**src/rtl/adc_sample_scheduler.sv**
```systemverilog
// Round-robin scheduler sharing one serial ADC between NUM_CH requesters.
// Each grant drives the analog mux, waits for it to settle, starts a
// conversion, waits for done (or timeout) and hands the result back.
//
// state   | meaning
// --------+-----------------------------------------------------------
// IDLE    | no conversion in flight; arbitrate pending requests
// SETTLE  | mux_sel driven, counting down the analog settling time
// START   | issue one-cycle conv_start, arm the timeout counter
// WAIT    | waiting for conv_done or timeout expiry
// DELIVER | return result to requester if it is still asking
module adc_sample_scheduler #(
    parameter int NUM_CH         = 4,
    parameter int ADC_WIDTH      = 12,
    parameter int SETTLE_CYCLES  = 16,
    parameter int TIMEOUT_CYCLES = 1024,
    localparam int CH_W          = $clog2(NUM_CH)
) (
    input  logic                 clk,
    input  logic                 rst_n,
    input  logic [NUM_CH-1:0]    req,
    output logic [NUM_CH-1:0]    ack,
    output logic [ADC_WIDTH-1:0] result,
    output logic [CH_W-1:0]      result_ch,
    output logic                 err,
    output logic [CH_W-1:0]      mux_sel,
    output logic                 conv_start,
    input  logic                 conv_done,
    input  logic [ADC_WIDTH-1:0] conv_data,
    output logic                 busy
);

    localparam int SET_W = (SETTLE_CYCLES > 1) ? $clog2(SETTLE_CYCLES) : 1;
    localparam int TO_W  = $clog2(TIMEOUT_CYCLES);

    typedef enum logic [2:0] {
        IDLE    = 3'd0,
        SETTLE  = 3'd1,
        START   = 3'd2,
        WAIT    = 3'd3,
        DELIVER = 3'd4
    } state_t;

    state_t               state, state_nxt;
    logic [CH_W-1:0]      cur_ch, cur_ch_nxt;
    logic [CH_W-1:0]      rr_ptr, rr_nxt;
    logic [SET_W-1:0]     settle_cnt, settle_nxt;
    logic [TO_W-1:0]      timeout_cnt, timeout_nxt;
    logic [ADC_WIDTH-1:0] data_q, data_nxt;
    logic                 tout_q, tout_nxt;

    logic [NUM_CH-1:0]    ack_nxt;
    logic [ADC_WIDTH-1:0] result_nxt;
    logic [CH_W-1:0]      result_ch_nxt;
    logic                 err_nxt;
    logic [CH_W-1:0]      mux_sel_nxt;
    logic                 conv_start_nxt;
    logic                 busy_nxt;

    logic                 pick_found;
    logic [CH_W-1:0]      pick_ch;
    logic [CH_W-1:0]      cand;

    // Round-robin pick: first asserted request at or after rr_ptr, wrapping
    always_comb begin
        pick_found = 1'b0;
        pick_ch    = rr_ptr;
        cand       = '0;
        for (int i = 0; i < NUM_CH; i++) begin
            cand = CH_W'((int'(rr_ptr) + i) % NUM_CH);
            if (!pick_found && req[cand]) begin
                pick_found = 1'b1;
                pick_ch    = cand;
            end
        end
    end

    // State register plus all registered outputs and datapath
    always_ff @(posedge clk or negedge rst_n) begin
        if (!rst_n) begin
            state       <= IDLE;
            cur_ch      <= '0;
            rr_ptr      <= '0;
            settle_cnt  <= '0;
            timeout_cnt <= '0;
            data_q      <= '0;
            tout_q      <= 1'b0;
            ack         <= '0;
            result      <= '0;
            result_ch   <= '0;
            err         <= 1'b0;
            mux_sel     <= '0;
            conv_start  <= 1'b0;
            busy        <= 1'b0;
        end else begin
            state       <= state_nxt;
            cur_ch      <= cur_ch_nxt;
            rr_ptr      <= rr_nxt;
            settle_cnt  <= settle_nxt;
            timeout_cnt <= timeout_nxt;
            data_q      <= data_nxt;
            tout_q      <= tout_nxt;
            ack         <= ack_nxt;
            result      <= result_nxt;
            result_ch   <= result_ch_nxt;
            err         <= err_nxt;
            mux_sel     <= mux_sel_nxt;
            conv_start  <= conv_start_nxt;
            busy        <= busy_nxt;
        end
    end

    // Next-state and counter/capture logic
    always_comb begin
        state_nxt   = state;
        cur_ch_nxt  = cur_ch;
        rr_nxt      = rr_ptr;
        settle_nxt  = settle_cnt;
        timeout_nxt = timeout_cnt;
        data_nxt    = data_q;
        tout_nxt    = tout_q;
        case (state)
            IDLE: begin
                if (pick_found) begin
                    cur_ch_nxt = pick_ch;
                    settle_nxt = SET_W'(SETTLE_CYCLES - 1);
                    state_nxt  = SETTLE;
                end
            end
            SETTLE: begin
                if (settle_cnt == '0) begin
                    state_nxt = START;
                end else begin
                    settle_nxt = settle_cnt - SET_W'(1);
                end
            end
            START: begin
                timeout_nxt = TO_W'(TIMEOUT_CYCLES - 1);
                state_nxt   = WAIT;
            end
            WAIT: begin
                // A done strobe landing on the last timeout cycle still counts
                if (conv_done) begin
                    data_nxt  = conv_data;
                    tout_nxt  = 1'b0;
                    state_nxt = DELIVER;
                end else if (timeout_cnt == '0) begin
                    data_nxt  = '0;
                    tout_nxt  = 1'b1;
                    state_nxt = DELIVER;
                end else begin
                    timeout_nxt = timeout_cnt - TO_W'(1);
                end
            end
            DELIVER: begin
                rr_nxt    = (cur_ch == CH_W'(NUM_CH - 1)) ? '0 : cur_ch + CH_W'(1);
                state_nxt = IDLE;
            end
            default: state_nxt = IDLE;
        endcase
    end

    // Next values of the registered outputs
    always_comb begin
        mux_sel_nxt    = mux_sel;
        conv_start_nxt = (state == START);
        ack_nxt        = '0;
        result_nxt     = '0;
        result_ch_nxt  = '0;
        err_nxt        = 1'b0;
        busy_nxt       = (state_nxt != IDLE);
        if (state == IDLE && pick_found) begin
            mux_sel_nxt = pick_ch;
        end
        // A requester that withdrew gets nothing; the result is dropped
        if (state == DELIVER && req[cur_ch]) begin
            ack_nxt       = NUM_CH'(1) << cur_ch;
            result_nxt    = data_q;
            result_ch_nxt = cur_ch;
            err_nxt       = tout_q;
        end
    end

endmodule

```
**config.mk**
```make
export PLATFORM = sky130hd
export DESIGN_NAME = adc_sample_scheduler
export DESIGN_NICKNAME = d
export VERILOG_FILES = /design/src/rtl/adc_sample_scheduler.sv
export SDC_FILE = /design/constraint.sdc
export NUM_CORES = 1
export LEC_CHECK = 0
export CAP_MARGIN = 0
export CELL_PAD_IN_SITES_DETAIL_PLACEMENT = 1
export CELL_PAD_IN_SITES_GLOBAL_PLACEMENT = 2
export CORE_MARGIN = 4
export CORE_UTILIZATION = 32
export CTS_CLUSTER_SIZE = 12
export DETAILED_ROUTE_END_ITERATION = 12
export PLACE_DENSITY_LB_ADDON = 0.1
export SLEW_MARGIN = 10
export SYNTH_ARGS = -nofsm -noshare
export SYNTH_HDL_FRONTEND = slang
export SYNTH_SLANG_ARGS = --single-unit
```
**constraint.sdc**
```tcl
create_clock -name clk -period 4.9 [get_ports clk]
set_input_delay 0.98 -clock clk [delete_from_list [all_inputs] [get_ports clk]]
set_output_delay 0.98 -clock clk [all_outputs]
set_load 0.005 [all_outputs]
```
* Yosys cells after proc, flatten, opt, wreduce, memory -nomap -nowiden
Index checks and enable logic that the tools add are counted.
W data, S select, Z words.
** Word-level totals
- Bits in registers :: 57
- Input bits :: 19
- Output and inout port bits :: 23
** Cells by class
- $add $sub $neg :: 6
- $lt $le $gt $ge :: 5
- Equal/unequal tests :: 9
- Shifts and indexed selects :: 1
- Mux-type cells :: 37
- Reduce and logical (&&, ||, !) cells :: 19
** Operators with widths (number)
- $mux W12 :: 3
- $mux W10 :: 2
- $pmux W10 S2 :: 1
- $lt A2 B3 Y1 const B :: 5
- $mux W1 :: 12
- $mux W3 :: 4
- $mux W4 :: 3
- $pmux W3 S4 :: 1
- $bmux W1 S2 :: 5
- $logic_not A10 Y1 :: 1
- $mux W2 :: 5
- $sub A10 B1 Y10 const B :: 1
- $ne A2 B2 Y1 const B :: 4
- $pmux W4 S2 :: 1
- $eq A3 B2 Y1 const B :: 2
- $reduce_and A3 Y1 :: 2
- $reduce_bool A2 Y1 :: 3
- $logic_and A1 B1 Y1 :: 5
- $add A2 B1 Y2 const B :: 2
- $add A2 B2 Y2 const B :: 2
- $logic_not A4 Y1 :: 1
- $reduce_and A2 Y1 :: 2
- $shl A1 B2 Y4 const A :: 1
- $sub A4 B1 Y4 const B :: 1
- 6 further kinds :: 8

* Logic depth before layout (Yosys ltp)
- Depth after elaboration :: 15
- Gate-level depth with buffers :: 7

* Worst setup path after synthesis
OpenSTA, ideal clock, no wires.
- Path type :: input -> register
- Start point :: input req[3]
- End point :: register ack[0]
- Arrival time :: 2.049 ns
- Required time :: 4.781 ns
- Slack :: 2.732 ns
- Stages on the path :: 5
- Path buffers :: 2
- Path through :: mux4_2 and3_1 clkbuf_1 clkbuf_1 and2_1
** Between the ends
- Word-level cells in the longest chain between the ends :: 4
** RTL lines
- start: declaration :: RTL line 21 : input logic [NUM_CH-1:0] req,
- $bmux W1 S2 :: RTL line 176 : if (state == DELIVER && req[cur_ch]) begin
- $mux W1 (implied by the code) :: RTL line 176
- $logic_and A1 B1 Y1 :: RTL line 176
- $mux W4 :: RTL line 176
- named net ack_nxt[0] :: RTL line 52 : logic [NUM_CH-1:0] ack_nxt;
- end signal: assignment :: RTL line 103 : ack <= ack_nxt;
- end: declaration :: RTL line 22 : output logic [NUM_CH-1:0] ack,
The timed path passes the listed nets, and every way through them passes these cells. The select of a mux whose other input is x is not followed.
A chain may end at the register's enable or synchronous reset.

* Worst setup path in the final report
- Start point :: input req[1]
- End point :: register settle_cnt[2]
** Between the ends
- Word-level cells in the longest chain between the ends :: 14
** RTL lines
- $bmux W1 S2 :: RTL line 71 : if (!pick_found && req[cand]) begin
- $mux W1 (implied by the code) :: RTL line 71
- $mux W1 :: RTL line 71
- $logic_not A1 Y1 :: RTL line 71
- $logic_and A1 B1 Y1 :: RTL line 71
- $mux W1 :: RTL line 71
- $logic_not A1 Y1 :: RTL line 71
- $logic_and A1 B1 Y1 :: RTL line 71
- $mux W1 :: RTL line 71
- $logic_not A1 Y1 :: RTL line 71
- $logic_and A1 B1 Y1 :: RTL line 71
- $mux W1 * :: RTL line 71
- $ne A2 B2 Y1 (no source line) *
- $reduce_and A3 Y1 (no source line) *
- end signal: assignment :: RTL line 99 : settle_cnt <= settle_nxt;
- end: declaration :: RTL line 47 : logic [SET_W-1:0] settle_cnt, settle_nxt;
Every way passes the cells marked *; elsewhere a longest branch is shown, timed or not. The select of a mux whose other input is x is not followed.

==> key figures <==
Setup path
  • Reg2Reg Depth: 6
  • Reg-to-Reg End: data_q[0]
  • Crit path kind: in2reg
  • CP max-delay cell: a2111oi_0
  • CP peak stage delay: 0.90 ns
  • Critical path startpoint category: primary input
  • Critical path's top delay family: compound AO/OA/AOI/OAI gates
  • R2R setup slack: 2.82 ns
  • Worst r2r src: timeout_cnt[0]
  • CP Data Required Time: 5.14 ns
  • Buffers & Inverters on Critical Path: 1
  • Critical path, cell by cell: clkdlybuf4s50_1, nor4_1, a2111oi_0, o22a_1
  • CP max FO: 7
  • Critical Path AT: ~2.8 ns
  • Crit end category: flop

Synthesis
  • Avg Inst Size Synth: between 10 and 15 um2
  • Synthesis Warnings: 0
  • Post-synth EDFFs: 0
  • Synth Net Count: roughly 230
  • Ys flop type: dfrtp_1
  • Cell area after synthesis: approximately 2400 um2
  • Unique masters post-synth: 50
  • Post-Synthesis Cells: approximately 210
  • Register area share after synthesis: 56.94%
  • Yosys reg bits: 55
  • Async S/R FF share, synth: 100.0%

Hold path
  • Hold wc startpoint: data_q[9]
  • Worst min-delay path class: reg2reg
  • Hold-critical path depth: 1
  • Hold endpoint: result[9]

Die
  • Die Y: 94.92 um
  • Ports: 42
  • Die area: roughly 9000 um2
  • Core Area: 7292 um2
  • Initial core utilization: 33.15%
  • Die Wd: 94.92 um
  • FP Rows: 31

Status
  • Status: complete, no violations

Timing
  • Max Fclk: 388.2 MHz
  • Final setup fails: 0
  • Slew HR: 30.32%
  • Final Hold Fails: 0
  • Final Cycle Share: a little over half
  • Clk_skew: 0.01039 ns
  • Worst Setup Slack, final: 2.324 ns
  • Slew Viols, Final: 0
  • RSZ-0062 raised after global routing: no
  • Worst-Margin Slew: 1.019 ns
  • Setup tns final: 0 ns
  • Min Tclk post-route: 2.576 ns

Route
  • Vias per cell: 4.801
  • Wire per inst: approximately 15 um
  • Final ANT Viol Nets: 0
  • DRT Pass-1 Iters: 6
  • Vias: roughly 1700
  • Detailed router's first-iteration violation count: 23
  • WL final: 5099 um
  • DRC: 0

Placement
  • Pre-CTS WS: about 2 ns
  • Post-DP HPWL: 3575 um
  • GPL Wtd Cong: 0.7509
  • Port Buffers: 41

Power
  • Max IR drop VDD: 0.0001609 V
  • Pwr Density: 414.9 nW/um2
  • P_leak: 1.292 nW

GRT
  • GRT Total Usage: 12.36%
  • Vias in the first global route: 1713
  • First-pass GRT wire length: 8776 um
  • Most Used Layer, Global Route: met2
  • Grt met3 use: 2.470%
  • Met1 GRT Util: 18.08%
  • Largest net degree at the start of global routing: 56
  • Initial antenna violation count: 0
  • Grt total ovfl: 0
  • Grt met2 use: 18.44%

Clock tree
  • Post-CTS Setup Inserts: 0
  • Root Driver: clkbuf_8
  • CTS resizes: 0
  • Hold buffer count at cts: 0
  • H-Tree Level Count: 2
  • CTS max path bufs: 2
  • CTS clk-pin slew, worst paths: 0.11 ns
  • Clk_lat worst skew: 0.31 ns
  • CTS tree: built
  • CTS Sinks: 55
  • TritonCTS buffer count: 5

Cells and area
  • Area grow syn2layout: 24.12%
  • Share of cells above drive strength 1: 7.937%
  • Final-stage net count: 276
  • # diodes: 0

Run
  • Max-Cap Viols: 0
==> synthesized netlist by cell type, types with 3 or more instances <==
master    count  area, um2
nor3_1        6      30.03
dfrtp_1      55       1376
a21oi_1       9      45.04
nor2_1       11      41.29
nand2b_1      4      25.02
nor4_1        3      18.77
and2_1       21      131.4
o31ai_1       4      30.03
o21ai_0       6      30.03
ha_1          6      75.07
nand3_1       3      15.01
inv_1        10      37.54
a31oi_1       4      25.02
a22o_1       12      105.1
nand2_1       9      33.78
nor3b_1       3      22.52
or3_1         3      18.77
==> worst register-to-register path, delay by kind of cell (launching register included) <==
family                   cells  cell delay, ns
AND/OR/NAND/NOR              2            0.73
flip-flops                   1            0.43
AO/OA/AOI/OAI                2            0.50
adder cells (fa/ha/maj)      1            0.24
buffers and inverters        1            0.08
==> per-layer routing <==
metal	vias to the layer above	wire (um)
met3	4	240
met4	0	47
met5	-	0
li1	823	-
met2	36	2269
met1	822	2541
==> cell usage in the layout (no fill, tap or decap), drive strengths merged, types with 4 or more instances in the layout <==
| cell | count |
|---|---|
| nor3b | 4 |
| a31oi | 4 |
| clkbuf | 5 |
| inv | 11 |
| dfrtp | 55 |
| clkdlybuf4s50 | 40 |
| nor4 | 4 |
| and2 | 21 |
| nor2 | 11 |
| o21ai | 7 |
| a21oi | 9 |
| nand2 | 9 |
| a22o | 12 |
| o31ai | 4 |
| nor3 | 7 |
| ha | 6 |
| nand2b | 4 |
==> worst max path at each step <==
stage | from | end | slack, ns | cells after the start
2_1_floorplan | req[3] | ack[0] | 2.73 | 5
3_3_place_gp | req[1] | settle_cnt[0] | 2.00 | 5
3_5_place_dp | req[1] | settle_cnt[2] | 2.00 | 4
4_1_cts | req[1] | settle_cnt[2] | 2.32 | 4
5_1_grt | req[1] | settle_cnt[1] | 2.08 | 5
6_report | req[1] | settle_cnt[2] | 2.32 | 4
==> cell families (layout without fill, tap and decap cells) <==
kind of cell / count (synthesis) / count (layout) / synth area share (%)
buffers and inverters: 17 / 61 / 3.571
AOI/OAI and AO/OA: 42 / 42 / 12.16
and+or+nand+nor: 82 / 82 / 21.33
adders and majority gates: 6 / 6 / 3.106
muxes: 3 / 3 / 1.812
xor gates and xnor gates: 3 / 3 / 1.087
DFF: 55 / 55 / 56.94
==> state kept, by name (all words and copies together), names as in the netlist <==
signal and cells:
data_q 12, result 12, timeout_cnt 10, ack 4, settle_cnt 4, state 3
mux_sel 2, result_ch 2, rr_ptr 2, busy 1, conv_start 1, err 1
tout_q 1
==> power by group <==
group	internal, mW	switching [mW]	total (mW)	leakage (nW)
sequential	0.563	0.112	0.675	0.689
clock	0.103	0.155	0.258	0.0485
combinational	0.172	0.140	0.312	0.555
==> cell type report <==
type	count	area, um2
clock buffers	5	68.82
repair buffers	42	412.9
inverters	11	41.29
flip-flops and latches	55	1376
well taps	99	123.9
multi-input cells	136	954.7
fillers	835	4292
clock inverters	3	22.52
==> stage by stage <==
| stage | instances | instance area [um2] | utilization, % | power (mW) | hold slack (ns) |
|---|---|---|---|---|---|
| detailed placement | 343 | 2909 | 39.89 | 1.007 | 0.4726 |
| finish | 351 | 3000 | 41.15 | 1.245 | 0.4907 |
| global route | 351 | 3000 | 41.15 | 1.353 | 0.5254 |
| global placement | 343 | 2909 | 39.89 | 0.9984 | 0.4618 |
| CTS | 351 | 3000 | 41.15 | 1.273 | 0.4971 |
| floorplan | 208 | 2417 | - | 0.8852 | 0.4540 |
(Power assumes the default switching activity.)
